[src/rtl/univ_shift_pkg.sv]
// Shared types for the universal shifter and its command sequencer.
package univ_shift_pkg;

  // Shifter control encoding, common to univ_shifter and univ_shift_seq.
  typedef enum logic [1:0] {
    SH_HOLD  = 2'd0,
    SH_RIGHT = 2'd1,
    SH_LEFT  = 2'd2,
    SH_LOAD  = 2'd3
  } shift_ctrl_e;

  typedef enum logic [2:0] {
    IDLE,
    LOAD,
    SHIFT,
    CAPT,
    RESP
  } seq_state_e;

  // Direction bit of a command mapped onto the shifter op (1 = left).
  function automatic shift_ctrl_e shift_op(input logic dir);
    return dir ? SH_LEFT : SH_RIGHT;
  endfunction

endpackage

[src/rtl/univ_shift_seq.sv]
// Command sequencer in front of univ_shifter: one load cycle, amt shift
// cycles, a capture cycle, then a held valid/ready response.
// Optional feature macro: SEQ_PERF_CNT_EN adds the done_count output,
// a saturating count of response handshakes.
//
// state | meaning
// IDLE  | cmd_ready high, waiting for a command
// LOAD  | shifter loads sh_data at the ending edge
// SHIFT | amt single-bit shifts, counter runs amt..1
// CAPT  | shifter settled, result captured at the ending edge
// RESP  | response held until rsp_ready
module univ_shift_seq
  import univ_shift_pkg::*;
#(
  parameter int N     = 16,
  parameter int CNT_W = $clog2(N + 1)
) (
  input  logic             clk,
  input  logic             reset,
  input  logic             cmd_valid,
  output logic             cmd_ready,
  input  logic [N-1:0]     cmd_data,
  input  logic             cmd_dir,
  input  logic [CNT_W-1:0] cmd_amount,
  output logic [1:0]       sh_control,
  output logic [N-1:0]     sh_data,
  input  logic [N-1:0]     sh_out,
  output logic             rsp_valid,
  input  logic             rsp_ready,
  output logic [N-1:0]     rsp_data,
`ifdef SEQ_PERF_CNT_EN
  output logic [15:0]      done_count,
`endif
  output logic             busy
);

  localparam logic [CNT_W-1:0] AMT_MAX = CNT_W'(N);
  localparam logic [CNT_W-1:0] CNT_ONE = CNT_W'(1);

  seq_state_e       state;
  shift_ctrl_e      ctrl_q;
  logic             dir_q;
  logic [CNT_W-1:0] amt_q;
  logic [CNT_W-1:0] cnt;

  assign cmd_ready  = (state == IDLE);
  assign busy       = (state != IDLE);
  assign sh_control = ctrl_q;

  // Sequencer FSM; shifter control is registered one state ahead so it is
  // valid for the whole cycle of the state it belongs to.
  always_ff @(posedge clk) begin
    if (!reset) begin
      state     <= IDLE;
      ctrl_q    <= SH_HOLD;
      sh_data   <= '0;
      dir_q     <= 1'b0;
      amt_q     <= '0;
      cnt       <= '0;
      rsp_valid <= 1'b0;
      rsp_data  <= '0;
    end else begin
      case (state)
        IDLE: begin
          if (cmd_valid) begin
            sh_data <= cmd_data;
            dir_q   <= cmd_dir;
            amt_q   <= (cmd_amount > AMT_MAX) ? AMT_MAX : cmd_amount;
            ctrl_q  <= SH_LOAD;
            state   <= LOAD;
          end
        end
        LOAD: begin
          if (amt_q != '0) begin
            cnt    <= amt_q;
            ctrl_q <= shift_op(dir_q);
            state  <= SHIFT;
          end else begin
            ctrl_q <= SH_HOLD;
            state  <= CAPT;
          end
        end
        SHIFT: begin
          if (cnt == CNT_ONE) begin
            ctrl_q <= SH_HOLD;
            state  <= CAPT;
          end else begin
            cnt <= cnt - CNT_ONE;
          end
        end
        CAPT: begin
          rsp_data  <= sh_out;
          rsp_valid <= 1'b1;
          state     <= RESP;
        end
        RESP: begin
          if (rsp_ready) begin
            rsp_valid <= 1'b0;
            state     <= IDLE;
          end
        end
        default: begin
          ctrl_q <= SH_HOLD;
          state  <= IDLE;
        end
      endcase
    end
  end

`ifdef SEQ_PERF_CNT_EN
  // Saturating count of completed response handshakes.
  always_ff @(posedge clk) begin
    if (!reset) begin
      done_count <= '0;
    end else if (rsp_valid && rsp_ready && (done_count != 16'hFFFF)) begin
      done_count <= done_count + 16'd1;
    end
  end
`endif

endmodule

[config.mk]
export PLATFORM = sky130hd
export DESIGN_NAME = univ_shift_seq
export DESIGN_NICKNAME = d
export VERILOG_FILES = /design/src/rtl/univ_shift_pkg.sv /design/src/rtl/univ_shift_seq.sv
export SDC_FILE = /design/constraint.sdc
export NUM_CORES = 1
export LEC_CHECK = 0
export BUFFER_PORTS_ARGS = -buffer_cell sky130_fd_sc_hd__buf_2
export CAP_MARGIN = 0
export CORE_ASPECT_RATIO = 0.7
export CORE_MARGIN = 2
export CORE_UTILIZATION = 25
export DETAILED_ROUTE_END_ITERATION = 16
export GPL_ROUTABILITY_DRIVEN = 0
export PLACE_DENSITY_LB_ADDON = 0.12
export SLEW_MARGIN = 40
export SYNTH_ARGS = -nofsm -noshare
export SYNTH_HDL_FRONTEND = slang
export SYNTH_SLANG_ARGS = --single-unit
[constraint.sdc]
create_clock -name clk -period 2 [get_ports clk]
set_clock_uncertainty 0.1 [all_clocks]
set_input_delay 0.6 -clock clk [delete_from_list [all_inputs] [get_ports clk]]
set_output_delay 0.6 -clock clk [all_outputs]
set_load 0.01 [all_outputs]
==> results of run 1 <==
-- area by class of cell --
| class | count | area (sq um) | share of cell area |
|---|---|---|---|
| clock inverters | 1 | 7.51 | 0.00267 |
| flip-flops and latches | 49 | 982 | 0.349 |
| repair buffers | 87 | 458 | 0.163 |
| inverters | 5 | 18.8 | 0.00667 |
| clock buffers | 6 | 139 | 0.0494 |
| multi-input cells | 184 | 1080 | 0.383 |
| well taps | 105 | 131 | 0.0467 |
-- cells in the mapped netlist (3+ instances only) --
master / number
dfxtp_1: 49
nand2_1: 85
clkbuf_1: 7
a21oi_1: 4
nor2_1: 5
buf_2: 4
and2_1: 3
nand3b_1: 5
inv_1: 5
nand2b_1: 3
o21ai_0: 4
o22ai_1: 3
a21boi_0: 35
o21ai_2: 3
a21boi_1: 4
-- state kept, by name, summed over array words and instances (netlist names) --
signal and cells:
dir_q 1, sh_data 16, rsp_valid 1, cnt 5, amt_q 5, sh_control 2
state 3, rsp_data 16
-- layer usage --
metal	part of all wire	global-route usage	wire length [um]	vias to the layer above
met5	0	0	0	-
met4	0.0099	0.0366	55	0
met3	0.085	0.0487	472	5
met2	0.39	0.180	2190	60
met1	0.51	0.172	2840	845
li1	-	-	-	1013
-- logic make-up (layout without fill, tap and decap cells) --
kind of cell	Yosys count	count (layout)	share of synthesized area
AND/OR/NAND/NOR	115	115	0.249
AO/OA/AOI/OAI	65	65	0.230
flip-flops	49	49	0.458
buffers and inverters	19	99	0.0426
adder cells (fa/ha/maj)	2	2	0.0117
multiplexers	2	2	0.00935
-- power breakdown --
group / internal [mW] / total (mW) / switching, mW
sequential: 1.08 / 1.17 / 0.0908
clock: 0.491 / 0.846 / 0.355
combinational: 0.295 / 0.679 / 0.384
-- worst max-delay path by stage --
stage	endpoint	slack [ps]
floorplan	sh_control[0]	340
global placement	cnt[4]	240
detailed placement	sh_control[0]	230
CTS	busy	20
global route	busy	50
finish	busy	130
-- timing repair --
| action | in CTS | in global routing |
|---|---|---|
| gates resized for setup | 0 | 2 |
| hold buffers | 0 | 0 |
| setup endpoints to repair | 0 | 1 |
-- cells in the final DEF, fill, tap and decap left out, types with 2 or more instances in the layout --
master      n
nand2_1    85
buf_2      78
dfxtp_1    48
a21boi_0   35
buf_4       9
inv_1       5
nor2_1      5
nand3b_1    5
clkbuf_16   5
a21oi_1     4
o21ai_0     4
a21boi_1    4
nand2b_1    3
and2_1      3
o21ai_2     3
o22ai_1     3
or2b_1      2
mux2i_1     2
a32o_2      2
nand3_1     2
ha_1        2
-- worst max-delay path, cell delays in order (launching register included) --
cell and delay [ps]:
dfxtp_1 400, nor3_4 250, inv_1 90, buf_2 140
==> flow_metrics.py, run 1 <==
metrics = {
    "route": {
        "route.final.wire_length_mm": 5.55,
        "route.detailed.vias_per_inst": 4.40,
        "drcViolationCount": 0,
        "post_detailed_route_count_of_antenna_violating_nets": 0,
        "vias": 1923,
        "detailedRoute.firstIterationViolations": 152,
        "detail_route.wl_per_cell_um": 12.7,
        "firstDrtPassIters": 4,
    },
    "finish": {
        "nFillCells": 881,
        "final_cells": 437,
        "nets": 376,
        "final_core_util": 0.336,
        "antenna-diode-count": 0,
        "layout.cell_area.non_filler_sq_um": 2810,
        "area_delta_synth_final_pct": 31.3,
        "post_route_cells_drive_above_1_share": 0.322,
    },
    "grt": {
        "antenna_found_initial": 0,
        "grt_start_max_net_pins": 24,
        "grt_remaining_overflow": 0,
        "grt_pass1_vias": 1831,
        "global_route_wire_length_before_repair_mm": 9.00,
        "globalRouteTotalUtil": 0.125,
    },
    "clock_network": {
        "cts_tree": "done",
        "sink_count_of_the_clock_tree": 49,
        "postCtsSetupBuffers": 0,
        "numCtsBuffers": 5,
        "clock_latency_ps": 280,
        "h_tree_levels": 2,
        "cts.reportedPaths.clkPinSlew_ps": 60,
        "cts-root-buf": "clkbuf_16",
        "ctsLongestPathBuffers": 2,
    },
    "worst_hold_path": {
        "hold_path_class": "reg -> reg",
        "hold_depth": 2,
        "min_delay_worst_endpoint": "rsp_data[10]",
        "hp-start": "rsp_data[10]",
    },
    "sta": {
        "timing.hold.ws_ps": 356,
        "final-max-slew-violation-count": 0,
        "slew_headroom": 0.794,
        "worst_slew_pin_slew_ps": 308,
        "timing.setup.tns_ps": 0,
        "layout_min_cycle_time_ps": 1870,
        "finalSetupViolations": 0,
        "post-route-worst-setup-slack_ps": 134,
        "fin_crit_sh": 0.933,
        "final_hold_viol_count": 0,
        "rsz0062_at_grt": "no",
        "fmaxAchievable_mhz": 536,
    },
    "floorplanning": {
        "ios": 79,
        "die_width_um": 115,
        "rows": 28,
        "fp.coreArea_sq_um": 8370,
        "floorplan.initialDensity": 0.256,
        "die_h_um": 81.4,
        "area_of_the_die_sq_um": 9340,
    },
    "logic_synthesis": {
        "synth_seq_area_share": 0.458,
        "synth_top_cells_by_area": "dfxtp_1 46%, nand2_1 15%, a21boi_0 12%, nand3b_1 1.8%, a21boi_1 1.4%",
        "yosysWarnings": 0,
        "async_reset_ff_frac": 0,
        "synthesis.nets": 296,
        "avgSynthCellArea_sq_um": 8.50,
        "count_of_mapped_cells_out_of_synthesis": 252,
        "ys_types": 42,
        "synth_flop_cell": "dfxtp_1",
        "synth_enable_flop_cells": 0,
        "synth_top_cell_by_area": "dfxtp_1",
        "postSynthRegisterBits": 49,
        "synthesis.area_sq_um": 2140,
        "synth_top_area_share": 0.458,
    },
    "power": {
        "power.static_leakage_nw": 1.21,
        "power_density_nw_per_um2": 957,
        "p_total_mw": 2.69,
        "worst_ir_drop_on_vdd_uv": 302,
    },
    "setup_path": {
        "start_kind": "flip-flop",
        "rr_endpoint": "sh_control[0]",
        "critical_path_required_ps": 1300,
        "cp_max_fo": 7,
        "critPathCaptureType": "output port",
        "setup.reg_to_reg.worst_slack_ps": 190,
        "setup.worst_path.class": "reg -> out",
        "regToRegStartpoint": "cnt[0]",
        "data_arrival_time_at_the_worst_slack_endpoint_ps": 1170,
        "path_depth_of_the_worst_reg2reg_path": 5,
        "timing.critical_path.from": "state[0]",
    },
    "job": {
        "timing.max_cap.violations": 0,
    },
    "place": {
        "place_area_sq_um": 2660,
        "pre_cts_ws_ps": 226,
        "dp_hpwl_mm": 3.93,
        "placed_cells": 430,
        "buffer_ports.inserted": 78,
    },
    "run_status": {
        "status": "complete, no violations",
    },
}
Power figures use the tool's default switching activity.
==> run 2, diff against run 1 <==
--- a/config.mk
+++ b/config.mk
@@ -7,7 +7,6 @@
 export LEC_CHECK = 0
 export BUFFER_PORTS_ARGS = -buffer_cell sky130_fd_sc_hd__buf_2
 export CAP_MARGIN = 0
-export CORE_ASPECT_RATIO = 0.7
 export CORE_MARGIN = 2
 export CORE_UTILIZATION = 25
 export DETAILED_ROUTE_END_ITERATION = 16
==> flow_metrics.py, run 2 (same netlist as run 1, synthesis figures left out) <==
metrics = {
    "sta": {
        "fin_crit_sh": 0.927,
        "rsz0062_at_grt": "no",
        "worst_slew_pin_slew_ps": 279,
        "final_hold_viol_count": 0,
        "post-route-worst-setup-slack_ps": 147,
        "fmaxAchievable_mhz": 540,
        "timing.hold.ws_ps": 352,
        "layout_min_cycle_time_ps": 1850,
        "finalSetupViolations": 0,
        "slew_headroom": 0.812,
        "final-max-slew-violation-count": 0,
        "timing.setup.tns_ps": 0,
    },
    "place": {
        "place_area_sq_um": 2660,
        "buffer_ports.inserted": 78,
        "pre_cts_ws_ps": 226,
        "dp_hpwl_mm": 3.70,
    },
    "route": {
        "route.detailed.vias_per_inst": 4.46,
        "firstDrtPassIters": 4,
        "vias": 1954,
        "detailedRoute.firstIterationViolations": 58,
        "detail_route.wl_per_cell_um": 12.1,
        "post_detailed_route_count_of_antenna_violating_nets": 0,
        "route.final.wire_length_mm": 5.30,
        "drcViolationCount": 0,
    },
    "setup_path": {
        "data_arrival_time_at_the_worst_slack_endpoint_ps": 1150,
        "crit_end": "busy",
        "regToRegStartpoint": "cnt[0]",
        "critPathCaptureType": "output port",
        "timing.critical_path.slowest_stage_cell": "dfxtp_2",
        "start_kind": "flip-flop",
        "crit_path_max_incr_delay_ps": 400,
        "critical_path_required_ps": 1300,
        "crit_chain": "nor3_2 > inv_1 > buf_2",
        "setup.reg_to_reg.worst_slack_ps": 210,
        "rr_endpoint": "sh_control[0]",
        "path_depth_of_the_worst_reg2reg_path": 5,
        "timing.critical_path.from": "state[2]",
        "setup.worst_path.class": "reg -> out",
        "cp_max_fo": 11,
    },
    "finish": {
        "ff_latch_area_sq_um": 982,
        "final_common_cell": "nand2_1",
        "antenna-diode-count": 0,
        "post_route_cells_drive_above_1_share": 0.324,
        "multi_input_area_sq_um": 1070,
        "top_regs": "rsp_data (16), sh_data (16)",
        "nFillCells": 919,
        "layout_common_cells": "85 x nand2_1, 78 x buf_2, 48 x dfxtp_1",
        "nets": 376,
        "layout.cell_area.non_filler_sq_um": 2770,
        "area_delta_synth_final_pct": 29.3,
    },
    "clock_network": {
        "cts-root-buf": "clkbuf_8",
        "sink_count_of_the_clock_tree": 49,
        "cts.reportedPaths.clkPinSlew_ps": 90,
        "cts_tree": "done",
        "ctsLongestPathBuffers": 2,
        "numCtsBuffers": 5,
        "clock_latency_ps": 300,
        "h_tree_levels": 2,
        "cts_hold_buf": 0,
    },
    "grt": {
        "grt_remaining_overflow": 0,
        "antenna_found_initial": 0,
        "grt_start_max_net_pins": 47,
        "globalRouteTotalUtil": 0.118,
        "grt_pass1_vias": 1871,
        "global_route_wire_length_before_repair_mm": 8.62,
    },
    "floorplanning": {
        "die_h_um": 96.6,
        "ios": 79,
        "rows": 33,
        "floorplan.initialDensity": 0.259,
        "die_width_um": 96.6,
        "area_of_the_die_sq_um": 9320,
        "fp.coreArea_sq_um": 8260,
    },
    "worst_hold_path": {
        "hold_depth": 2,
        "hold_path_class": "reg -> reg",
    },
    "power": {
        "worst_ir_drop_on_vdd_uv": 288,
        "power.static_leakage_nw": 1.19,
        "power_density_nw_per_um2": 889,
    },
    "run_status": {
        "status": "complete, no violations",
    },
    "job": {
        "timing.max_cap.violations": 0,
    },
}
## run 2: cell count changes in the layout (fill, tap and decap cells not counted), sizes merged
cell / delta
clkinv: +2
clkinvlp: -1
## run 2: final cells by class
type,instances,area share
Sequential cell,49,0.355
Clock inverter,2,0.00497
Tap cell,105,0.0474
Inverter,5,0.00678
Timing Repair Buffer,87,0.170
Clock buffer,6,0.0298
Multi-Input combinational cell,184,0.386
## run 2: where the power goes
group / leakage (nW) / switching [mW] / internal [mW] / total (mW)
sequential: 0.399 / 0.0853 / 1.08 / 1.16
clock: 0.0512 / 0.337 / 0.281 / 0.618
combinational: 0.740 / 0.382 / 0.299 / 0.681
total: 1.19 / 0.804 / 1.66 / 2.46
## run 2: how the worst min path moves through the flow
stage | slack [ps] | endpoint | from
final | 350 | rsp_data[14] | rsp_data[14]
after global routing | 370 | rsp_data[9] | rsp_data[9]
after CTS | 360 | rsp_data[14] | rsp_data[14]
after detailed placement | 340 | rsp_data[9] | rsp_data[9]
after global placement | 340 | rsp_data[14] | rsp_data[14]
after floorplan | 350 | dir_q | dir_q
## run 2: routing by layer
layer,global-route usage,up-vias,part of all wire
met4,0.0352,0,0.0093
met3,0.0372,5,0.085
met5,0,-,0
met2,0.186,57,0.42
li1,-,1012,-
met1,0.154,880,0.49
## run 2: repair_timing
action | in CTS | in global routing
endpoints found under the setup margin | 1 | 1
buffers inserted | 1 | 0
pin swaps | 1 | 0
gates resized for setup | 0 | 1
## run 2: worst max-delay path: cells and delay by family (launching register included)
kind | cells | cell delay, ps
DFF | 1 | 400
and+or+nand+nor | 1 | 230
buffers and inverters | 2 | 230
## run 2: stage by stage
| step | instances | power, mW | utilization |
|---|---|---|---|
| 2_1_floorplan | 252 | 1.61 | - |
| 3_3_place_gp | 429 | 1.87 | 0.323 |
| 3_5_place_dp | 429 | 1.86 | 0.323 |
| 4_1_cts | 438 | 2.52 | 0.335 |
| 5_1_grt | 438 | 2.64 | 0.335 |
| 6_report | 438 | 2.46 | 0.335 |
